$ cat config.mk
export PLATFORM = sky130hd
export DESIGN_NAME = sound_playout_flat
export DESIGN_NICKNAME = d
export VERILOG_FILES = /design/src/rtl/sound_pkg.sv /design/src/rtl/sound_playout_if.sv /design/src/rtl/sound_ring_fill.sv /design/src/rtl/sound_playout.sv /design/src/flat_wrapper.sv
export SDC_FILE = /design/constraint.sdc
export NUM_CORES = 1
export LEC_CHECK = 0
export CORE_MARGIN = 10
export CORE_UTILIZATION = 49
export CTS_CLUSTER_SIZE = 25
export DETAILED_ROUTE_END_ITERATION = 7
export PLACE_DENSITY_LB_ADDON = 0.2
export SETUP_SLACK_MARGIN = 0.1
export SLEW_MARGIN = 20
export SYNTH_ARGS = -nofsm -noshare
export SYNTH_HDL_FRONTEND = slang
export SYNTH_SLANG_ARGS = --single-unit
$ cat constraint.sdc
create_clock -name clock -period 3.4 [get_ports clock]
set_clock_uncertainty 0.1 [all_clocks]
set_input_delay 0.51 -clock clock [delete_from_list [all_inputs] [get_ports clock]]
set_output_delay 0.51 -clock clock [all_outputs]
set_load 0.005 [all_outputs]
$ cat src/rtl/sound_pkg.sv
// Shared widths, default geometry and FSM state type for the sound playout path.
package sound_pkg;

  localparam int unsigned PTR_W           = 9;
  localparam int unsigned DATA_W          = 32;
  localparam int unsigned SAMPLE_W        = 16;
  localparam int unsigned DEF_DEPTH_WORDS = 500;
  localparam int unsigned DEF_START_FILL  = 64;
  localparam int unsigned DEF_RD_LAT      = 2;

  typedef enum logic [1:0] {
    ST_PRIME,
    ST_IDLE,
    ST_FETCH,
    ST_LATCH
  } play_state_e;

endpackage

$ cat src/rtl/sound_playout_if.sv
// Playout bundle: control inputs, sample-store read port and audio-side outputs.
interface sound_playout_if;

  logic                             enable;
  logic                             sample_en;
  logic [sound_pkg::PTR_W-1:0]      wr_word_ptr;
  logic [sound_pkg::PTR_W-1:0]      rdaddress;
  logic [sound_pkg::DATA_W-1:0]     q;
  logic [sound_pkg::SAMPLE_W-1:0]   sample_l;
  logic [sound_pkg::SAMPLE_W-1:0]   sample_r;
  logic                             sample_valid;
  logic                             underrun;
  logic                             late;
  logic [sound_pkg::PTR_W-1:0]      fill_level;

  modport master (
    input  enable, sample_en, wr_word_ptr, q,
    output rdaddress, sample_l, sample_r, sample_valid, underrun, late, fill_level
  );

  modport slave (
    output enable, sample_en, wr_word_ptr, q,
    input  rdaddress, sample_l, sample_r, sample_valid, underrun, late, fill_level
  );

endinterface

$ cat src/rtl/sound_ring_fill.sv
// Words available between reader and writer pointers in a DEPTH_WORDS ring.
module sound_ring_fill
  import sound_pkg::*;
#(
  parameter int unsigned DEPTH_WORDS = DEF_DEPTH_WORDS
) (
  input  logic [PTR_W-1:0] wr_ptr,
  input  logic [PTR_W-1:0] rd_ptr,
  output logic [PTR_W-1:0] fill
);

  localparam int unsigned SUM_W = PTR_W + 1;

  logic [PTR_W:0] wrapped;

  always_comb begin
    wrapped = {1'b0, wr_ptr} + SUM_W'(DEPTH_WORDS) - {1'b0, rd_ptr};
    if (wr_ptr >= rd_ptr) begin
      fill = wr_ptr - rd_ptr;
    end else begin
      fill = wrapped[PTR_W-1:0];
    end
  end

endmodule

$ cat src/rtl/sound_playout.sv
// Reads stereo words from the receive ring and presents one sample pair per sample_en strobe.
module sound_playout
  import sound_pkg::*;
#(
  parameter int unsigned DEPTH_WORDS = DEF_DEPTH_WORDS,
  parameter int unsigned START_FILL  = DEF_START_FILL,
  parameter int unsigned RD_LAT      = DEF_RD_LAT
) (
  input logic            clock,
  input logic            reset,
  sound_playout_if.master bus
);

  localparam int unsigned CNT_W = (RD_LAT > 1) ? $clog2(RD_LAT) : 1;

  play_state_e          state_q, state_d;
  logic [PTR_W-1:0]     rd_ptr_q, rd_ptr_d;
  logic [PTR_W-1:0]     rdaddr_q, rdaddr_d;
  logic [CNT_W-1:0]     cnt_q, cnt_d;
  logic [SAMPLE_W-1:0]  sample_l_q, sample_l_d;
  logic [SAMPLE_W-1:0]  sample_r_q, sample_r_d;
  logic                 valid_q, valid_d;
  logic                 underrun_q, underrun_d;
  logic                 late_q, late_d;
  logic                 dry_q, dry_d;
  logic [PTR_W-1:0]     fill_q, fill_d;
  logic [PTR_W-1:0]     fill_w;

  sound_ring_fill #(
    .DEPTH_WORDS(DEPTH_WORDS)
  ) u_fill (
    .wr_ptr (bus.wr_word_ptr),
    .rd_ptr (rd_ptr_q),
    .fill   (fill_w)
  );

  // An empty-ring strobe still walks FETCH/LATCH (dry_q set) so that
  // sample_valid keeps the same latency as a real fetch.
  always_comb begin
    state_d    = state_q;
    rd_ptr_d   = rd_ptr_q;
    rdaddr_d   = rdaddr_q;
    cnt_d      = cnt_q;
    sample_l_d = sample_l_q;
    sample_r_d = sample_r_q;
    valid_d    = 1'b0;
    underrun_d = 1'b0;
    late_d     = late_q;
    dry_d      = dry_q;
    fill_d     = fill_w;

    if (!bus.enable) begin
      state_d  = ST_PRIME;
      rd_ptr_d = bus.wr_word_ptr;
      late_d   = 1'b0;
      dry_d    = 1'b0;
    end else begin
      case (state_q)
        ST_PRIME: begin
          if (fill_q >= PTR_W'(START_FILL)) state_d = ST_IDLE;
        end
        ST_IDLE: begin
          if (bus.sample_en) begin
            state_d = ST_FETCH;
            cnt_d   = '0;
            if (fill_q != '0) begin
              rdaddr_d = rd_ptr_q;
              dry_d    = 1'b0;
            end else begin
              underrun_d = 1'b1;
              dry_d      = 1'b1;
            end
          end
        end
        ST_FETCH: begin
          if (bus.sample_en) late_d = 1'b1;
          if (cnt_q == CNT_W'(RD_LAT - 1)) begin
            state_d = ST_LATCH;
          end else begin
            cnt_d = cnt_q + 1'b1;
          end
        end
        ST_LATCH: begin
          if (bus.sample_en) late_d = 1'b1;
          if (!dry_q) begin
            sample_l_d = bus.q[SAMPLE_W-1:0];
            sample_r_d = bus.q[DATA_W-1:SAMPLE_W];
            rd_ptr_d   = (rd_ptr_q == PTR_W'(DEPTH_WORDS - 1)) ? '0 : rd_ptr_q + 1'b1;
          end
          valid_d = 1'b1;
          state_d = ST_IDLE;
        end
        default: state_d = ST_PRIME;
      endcase
    end
  end

  always_ff @(posedge clock) begin
    if (!reset) begin
      state_q    <= ST_PRIME;
      rd_ptr_q   <= '0;
      rdaddr_q   <= '0;
      cnt_q      <= '0;
      sample_l_q <= '0;
      sample_r_q <= '0;
      valid_q    <= 1'b0;
      underrun_q <= 1'b0;
      late_q     <= 1'b0;
      dry_q      <= 1'b0;
      fill_q     <= '0;
    end else begin
      state_q    <= state_d;
      rd_ptr_q   <= rd_ptr_d;
      rdaddr_q   <= rdaddr_d;
      cnt_q      <= cnt_d;
      sample_l_q <= sample_l_d;
      sample_r_q <= sample_r_d;
      valid_q    <= valid_d;
      underrun_q <= underrun_d;
      late_q     <= late_d;
      dry_q      <= dry_d;
      fill_q     <= fill_d;
    end
  end

  assign bus.rdaddress    = rdaddr_q;
  assign bus.sample_l     = sample_l_q;
  assign bus.sample_r     = sample_r_q;
  assign bus.sample_valid = valid_q;
  assign bus.underrun     = underrun_q;
  assign bus.late         = late_q;
  assign bus.fill_level   = fill_q;

endmodule

$ cat src/flat_wrapper.sv
// flat-port wrapper written by rule: the top's interface ports become plain ports
module sound_playout_flat import sound_pkg::*;
#(
  parameter int unsigned DEPTH_WORDS = DEF_DEPTH_WORDS,
  parameter int unsigned START_FILL  = DEF_START_FILL,
  parameter int unsigned RD_LAT      = DEF_RD_LAT
)
  (clock, reset, bus_enable, bus_sample_en, bus_wr_word_ptr, bus_q, bus_rdaddress, bus_sample_l, bus_sample_r, bus_sample_valid, bus_underrun, bus_late, bus_fill_level);
  sound_playout_if bus_i ();
  input logic clock;
  input logic reset;
  input wire logic [$bits(bus_i.enable)-1:0] bus_enable;
  input wire logic [$bits(bus_i.sample_en)-1:0] bus_sample_en;
  input wire logic [$bits(bus_i.wr_word_ptr)-1:0] bus_wr_word_ptr;
  input wire logic [$bits(bus_i.q)-1:0] bus_q;
  output wire logic [$bits(bus_i.rdaddress)-1:0] bus_rdaddress;
  output wire logic [$bits(bus_i.sample_l)-1:0] bus_sample_l;
  output wire logic [$bits(bus_i.sample_r)-1:0] bus_sample_r;
  output wire logic [$bits(bus_i.sample_valid)-1:0] bus_sample_valid;
  output wire logic [$bits(bus_i.underrun)-1:0] bus_underrun;
  output wire logic [$bits(bus_i.late)-1:0] bus_late;
  output wire logic [$bits(bus_i.fill_level)-1:0] bus_fill_level;
  assign bus_i.enable = bus_enable;
  assign bus_i.sample_en = bus_sample_en;
  assign bus_i.wr_word_ptr = bus_wr_word_ptr;
  assign bus_i.q = bus_q;
  assign bus_rdaddress = bus_i.rdaddress;
  assign bus_sample_l = bus_i.sample_l;
  assign bus_sample_r = bus_i.sample_r;
  assign bus_sample_valid = bus_i.sample_valid;
  assign bus_underrun = bus_i.underrun;
  assign bus_late = bus_i.late;
  assign bus_fill_level = bus_i.fill_level;
  sound_playout #(.DEPTH_WORDS(DEPTH_WORDS), .START_FILL(START_FILL), .RD_LAT(RD_LAT)) u_core (.clock(clock), .reset(reset), .bus(bus_i));
endmodule
==> reports/results.ini <==
[critical_path]
worstPathCellList = clkdlybuf4s50_1 -> ha_1 -> fa_1 -> nor2_1 -> o21ai_0 -> a21oi_2 -> nor2_1 -> nand2_1 -> or4b_1
r2r_cells = 9
r2r_end = u_core.bus.fill_level[8]
crit_slowest_cell = a21oi_2
reg2reg_slack_ns = 0.46
critPathArrivalTime_ns = 3.10
worst_ep_required_time_ns = 3.52
slowest_delay_ns = 0.56
regToRegStartpoint = u_core.rd_ptr_q[3]
crit_top_cell = nor2_1
path_class = in2reg
end_kind = flop
path_delay_family = simple AND/OR/NAND/NOR gates
critical_path.max_fanout = 15
cp-start-kind = input pin
cp_num_buf_inv = 1

[logic_synthesis]
synth_top_area_cell = dfxtp_1
synth-async-reset-ratio = 0
ys_ff_latch = 66
synth.most_common_cell = nand2_1
synthCells = 440
ys_seq_area_frac = 0.365
ys_types = 51
synth_area_per_cell_um2 = 8.23
yosys_warnings = 0
netlist_top_cells_area = dfxtp_1, ha_1, nand2_1, a21boi_0, inv_1
synth_top_area_frac = 0.365
synth_commonest_cells = nand2_1, dfxtp_1, a21boi_0
syn-num-nets = 515
synth_edf_count = 0
syn_area_mm2 = 0.00362
synthFlopType = dfxtp_1

[cells_and_area]
stdcell_count = 632
finalNetCount = 604
areaGrowthSynthToFinish_pct = 33.8
num_antenna_cells = 0
finish.utilization = 0.671
multiInputGateArea_mm2 = 0.00208
regArea_mm2 = 0.00132
drive_above_1_share = 0.0563
fill_cells = 624

[cts]
postCtsSetupRepairBufs = 0
cts_root_buffer = clkbuf_8
cts.repair.resized = 0
ctsHtreeMaxLevel = 3
cts_made_buffers = 9
cts_hold_buf = 0
path_clk_slew_ns = 0.07
clock_sinks = 66
clk_path_buf_depth = 2
cts_tree = done
clock_latency_ns = 0.34

[detailed_routing]
drt_first_iter_violations = 137
first_pass_iters = 4
vias = 3271
finalWirelength_um = 9720
viasPerCell = 5.18
ant_nets = 0
post-route-drc-count = 0
wl_per_cell_um = 15.4

[floorplanning]
die_area_mm2 = 0.0112
ios = 98
die_x_um = 106
core_region_area_mm2 = 0.00721
std_cell_rows = 31
initial_core_util = 0.502
fp.dieH_um = 106

[place]
place_ws_ns = 0.154
io_buffers = 97
dp.cells = 617
dpl.hpwl_um = 7440
globalplace.congestion = 0.886

[min_path]
hold_depth = 2
hp-class = reg2reg
hold_end = u_core.bus.late
hp-start = u_core.bus.late

[global_route]
first_global_vias = 3220
grt_pass1_wl_um = 15800
grt_usage = 0.169
grt_max_degree = 41
gr-total-overflow = 0
antenna_found_initial = 0

[sta]
period_needed_ns = 2.98
fin_tns_setup_ns = 0
final_hold_viol_count = 0
finalMaxSlewViolations = 0
rsz0062_at_grt = false
setup_violations = 0
period_share = 0.876
slew_headroom = 0.298
worst_pin_slew_ns = 1.05
finalWorstSetupSlack_ns = 0.420
whs_ns = 0.354
max_clock_freq_ghz = 0.336

[power_and_ir_drop]
leakage_nw = 1.79
ir_worst_vdd_mv = 0.391
p_per_area_mw_per_mm2 = 407

[job]
maxCapViolations = 0

[status]
status = finished clean

==> stage by stage <==
stage | instance area, um2 | power (W)
after floorplan | 3620 | 0.00111
after global placement | 4640 | 0.00127
after detailed placement | 4640 | 0.00128
after CTS | 4840 | 0.00199
after global routing | 4840 | 0.00207
final | 4840 | 0.00197
==> logic make-up after synthesis <==
logic type / Yosys count / share of synthesized area
simple gates: 165 / 0.218
compound gates: 105 / 0.196
flops: 66 / 0.365
buf+inv: 54 / 0.0595
fa+ha+maj: 30 / 0.110
xor+xnor: 10 / 0.0242
mux: 10 / 0.0277
==> metal layers <==
metal  share of wire  wire length (um)  global-route usage  up-vias
met3           0.055               532              0.0574       10
met2            0.48              4710               0.289       76
li1                -                 -                   -     1651
met1            0.45              4390               0.201     1534
met4          0.0092                89              0.0397        0
met5               0                 0                   0        -
==> layout make-up <==
type                            count  area share
Clock buffer                        9      0.0256
Multi-Input combinational cell    320       0.430
Timing Repair Buffer              100       0.204
Clock inverter                      6      0.0170
Tap cell                           99      0.0256
Inverter                           32      0.0248
Sequential cell                    66       0.273
==> layout by cell type, fill, tap and decap left out, types with 3 or more instances in the layout <==
cell type | netlist | layout
dfxtp_1 | 66 | 66
ha_1 | 27 | 27
nor2_1 | 17 | 17
o21ai_0 | 17 | 17
nor2b_1 | 14 | 14
fa_1 | 3 | 3
a21boi_0 | 34 | 34
o21a_1 | 6 | 6
buf_4 | 0 | 3
inv_1 | 32 | 32
nand3_1 | 5 | 5
nand4_1 | 3 | 3
a31oi_1 | 7 | 7
nand2b_1 | 9 | 9
a21oi_1 | 20 | 20
mux2i_1 | 10 | 10
xnor2_1 | 9 | 9
and3_1 | 3 | 3
nor3_1 | 6 | 6
clkbuf_8 | 0 | 9
nor4_1 | 3 | 3
nand2_1 | 89 | 89
clkdlybuf4s50_1 | 0 | 96
a211oi_1 | 4 | 4
clkinv_2 | 0 | 3
o211a_1 | 4 | 4
==> power by group <==
| group | internal [W] | switching, W |
|---|---|---|
| clock | 0.000405 | 0.000299 |
| sequential | 0.000806 | 0.0000302 |
| combinational | 0.000217 | 0.000212 |
| total | 0.00143 | 0.000541 |
==> how the worst max path moves through the flow <==
stage | cells past startpoint | slack (ns) | start | to
6_report | 9 | 0.42 | bus_wr_word_ptr[3] | u_core.bus.fill_level[8]
5_1_grt | 9 | 0.26 | u_core.rd_ptr_q[3] | u_core.bus.fill_level[8]
4_1_cts | 9 | 0.49 | bus_wr_word_ptr[3] | u_core.bus.fill_level[8]
3_5_place_dp | 9 | 0.15 | bus_wr_word_ptr[1] | u_core.bus.fill_level[8]
3_3_place_gp | 9 | 0.23 | bus_wr_word_ptr[3] | u_core.bus.fill_level[8]
2_1_floorplan | 9 | 0.82 | u_core.rd_ptr_q[2] | u_core.bus.fill_level[8]
==> flip-flops by register name, summed over array words and instances (netlist names) <==
register	cells
u_core.bus.fill_level	9
u_core.bus.underrun	1
u_core.bus.sample_valid	1
u_core.rd_ptr_q	9
u_core.dry_q	1
u_core.bus.sample_r	16
u_core.bus.sample_l	16
u_core.cnt_q	1
u_core.state_q	2
u_core.bus.late	1
u_core.bus.rdaddress	9
==> worst min-delay path: stages (launching register included) <==
cell	delay [ns]
dfxtp_1	0.31
inv_1	0.05
a21oi_1	0.05
No activity file was read; power rests on OpenSTA's default activity.
==> patch, RTL diff (config.mk and constraints unchanged) <==
`DEF_RD_LAT`: 2 -> 1.
--- a/src/rtl/sound_pkg.sv
+++ b/src/rtl/sound_pkg.sv
@@ -8,3 +8,3 @@
   localparam int unsigned DEF_START_FILL  = 64;
-  localparam int unsigned DEF_RD_LAT      = 2;
+  localparam int unsigned DEF_RD_LAT      = 1;
 
Check against the original RTL: not equivalent (Yosys sat finds a counterexample within 10 cycles, from zero or initial values and one cycle with reset low).
==> patch against the unedited design <==
Utilization is 2.5 points higher. Cell area is 2.4% lower. Count of clock-buffer cells in the layout is 1 higher. Sequential share of layout area is 0.23 points higher. Sequential cell count is 1 lower. Wire length is 1.7% lower. Global-route usage is 0.62 points higher. Via count is 1.3% higher. Total power is 4.5% higher. Non-clock buffer count is 2 higher. Worst setup slack better by 0.19 ns. Maximum frequency is 6.9% higher. Synthesized area is 5.0% lower. Sequential power is 2% lower. Critical path type unchanged. Critical endpoint unchanged. Largest cell class unchanged. Largest power group unchanged.
==> patch: results (changes against the unedited design) <==
first-pass GRT wire length 15880 um (was 15770 um); Final GP Congestion 0.9069 (was 0.8863); Seq/Total Area, Yosys 37.83% (was 36.50%); share of layout cells above drive strength 1 6.526% (was 5.629%); Final #Nets 590 (was 604); reg2reg setup slack 0.69 ns (was 0.46 ns); peak supply drop 0.2681 mV (was 0.3908 mV); Detailed Routing Iterations Pass 1 5 (was 4); post-DP HPWL 7183 um (was 7443 um); post-placement cell count 601 (was 617); CP Data Arrival Time 2.90 ns (was 3.10 ns); Cell variety after synth 55 (was 51); Async SR Flop Fraction 0% (unchanged); worst-path fanout max 5 (was 15); GR Util All Layers 17.57% (was 16.95%); CP delay by family, top compound AO/OA/AOI/OAI gates (was simple AND/OR/NAND/NOR gates); Switch Pwr 0.5564 mW (was 0.5406 mW); max_slew headroom 60.21% (was 29.76%); Finished Layout Cells 617 (was 632); status finished, final reports clean (unchanged); Area after DPL 0.004487 mm^2 (was 0.004637 mm^2); largest cells by area after synthesis dfxtp_1, ha_1, nand2_1 (unchanged); largest net degree at the start of global routing 33 (was 41); vias in the first global route 3203 (was 3220); vias per inst 5.371 (was 5.176); DRT iter0 DRCs 238 (was 137); Cells after Synth 422 (was 440)
## patch: how the worst min path moves through the flow
| stage | startpoint | to | slack (ns) | cells past startpoint |
|---|---|---|---|---|
| global route | u_core.bus.sample_l[2]$_SDFFE_PN0P_ | u_core.bus.sample_l[2]$_SDFFE_PN0P_ | 0.37 | 2 |
| detailed placement | u_core.bus.late$_SDFFE_PN0P_ | u_core.bus.late$_SDFFE_PN0P_ | 0.34 | 2 |
| global placement | u_core.bus.late$_SDFFE_PN0P_ | u_core.bus.late$_SDFFE_PN0P_ | 0.34 | 2 |
| CTS | u_core.bus.late$_SDFFE_PN0P_ | u_core.bus.late$_SDFFE_PN0P_ | 0.35 | 2 |
| finish | u_core.bus.late$_SDFFE_PN0P_ | u_core.bus.late$_SDFFE_PN0P_ | 0.35 | 2 |
| floorplan | u_core.bus.late$_SDFFE_PN0P_ | u_core.bus.late$_SDFFE_PN0P_ | 0.34 | 2 |
## patch: cell families after synthesis
| kind of cell | count (synthesis) | share of synthesized area, % |
|---|---|---|
| buffers and inverters | 52 | 6.039 |
| DFF | 65 | 37.83 |
| and+or+nand+nor | 154 | 20.41 |
| adders and majority gates | 29 | 11.20 |
| AOI/OAI and AO/OA | 99 | 18.19 |
| xor gates and xnor gates | 10 | 2.547 |
| muxes | 13 | 3.783 |
## patch: cell type report
type                       instances  area [um^2]
fill                             571         2064
multi-input combinational        305         1933
sequential                        65         1301
timing repair buffer             102         1008
clock buffer                      10        127.6
inverter                          33        123.9
tap                               96        120.1
clock inverter                     6        115.1
## patch: tightest hold or removal path, cell delays in order, from the launching register on
cell     delay, ns
dfxtp_1       0.31
inv_1         0.05
a21oi_1       0.05
## patch: per-layer routing
metal  share of wire (%)  global-route usage, %  up-vias
met1                  44                  21.33     1563
li1                    -                      -     1622
met4                 1.1                  3.877        0
met2                  48                  29.19      116
met5                   0                      0        -
met3                 7.0                  6.072       13
## patch: power groups by stage
stage / combinational, mW / sequential [mW] / clock (mW)
finish: 0.430 / 0.821 / 0.807
detailed placement: 0.426 / 0.838 / 0
global placement: 0.420 / 0.838 / 0
floorplan: 0.272 / 0.833 / 0
CTS: 0.430 / 0.821 / 0.818
global route: 0.478 / 0.825 / 0.851
## patch: through the flow
step | hold slack [ns] | setup slack, ns
after floorplan | 0.3421 | 1.011
after global placement | 0.3376 | 0.4017
after detailed placement | 0.3409 | 0.3049
after CTS | 0.3523 | 0.6553
after global routing | 0.3726 | 0.5196
final | 0.3494 | 0.6114
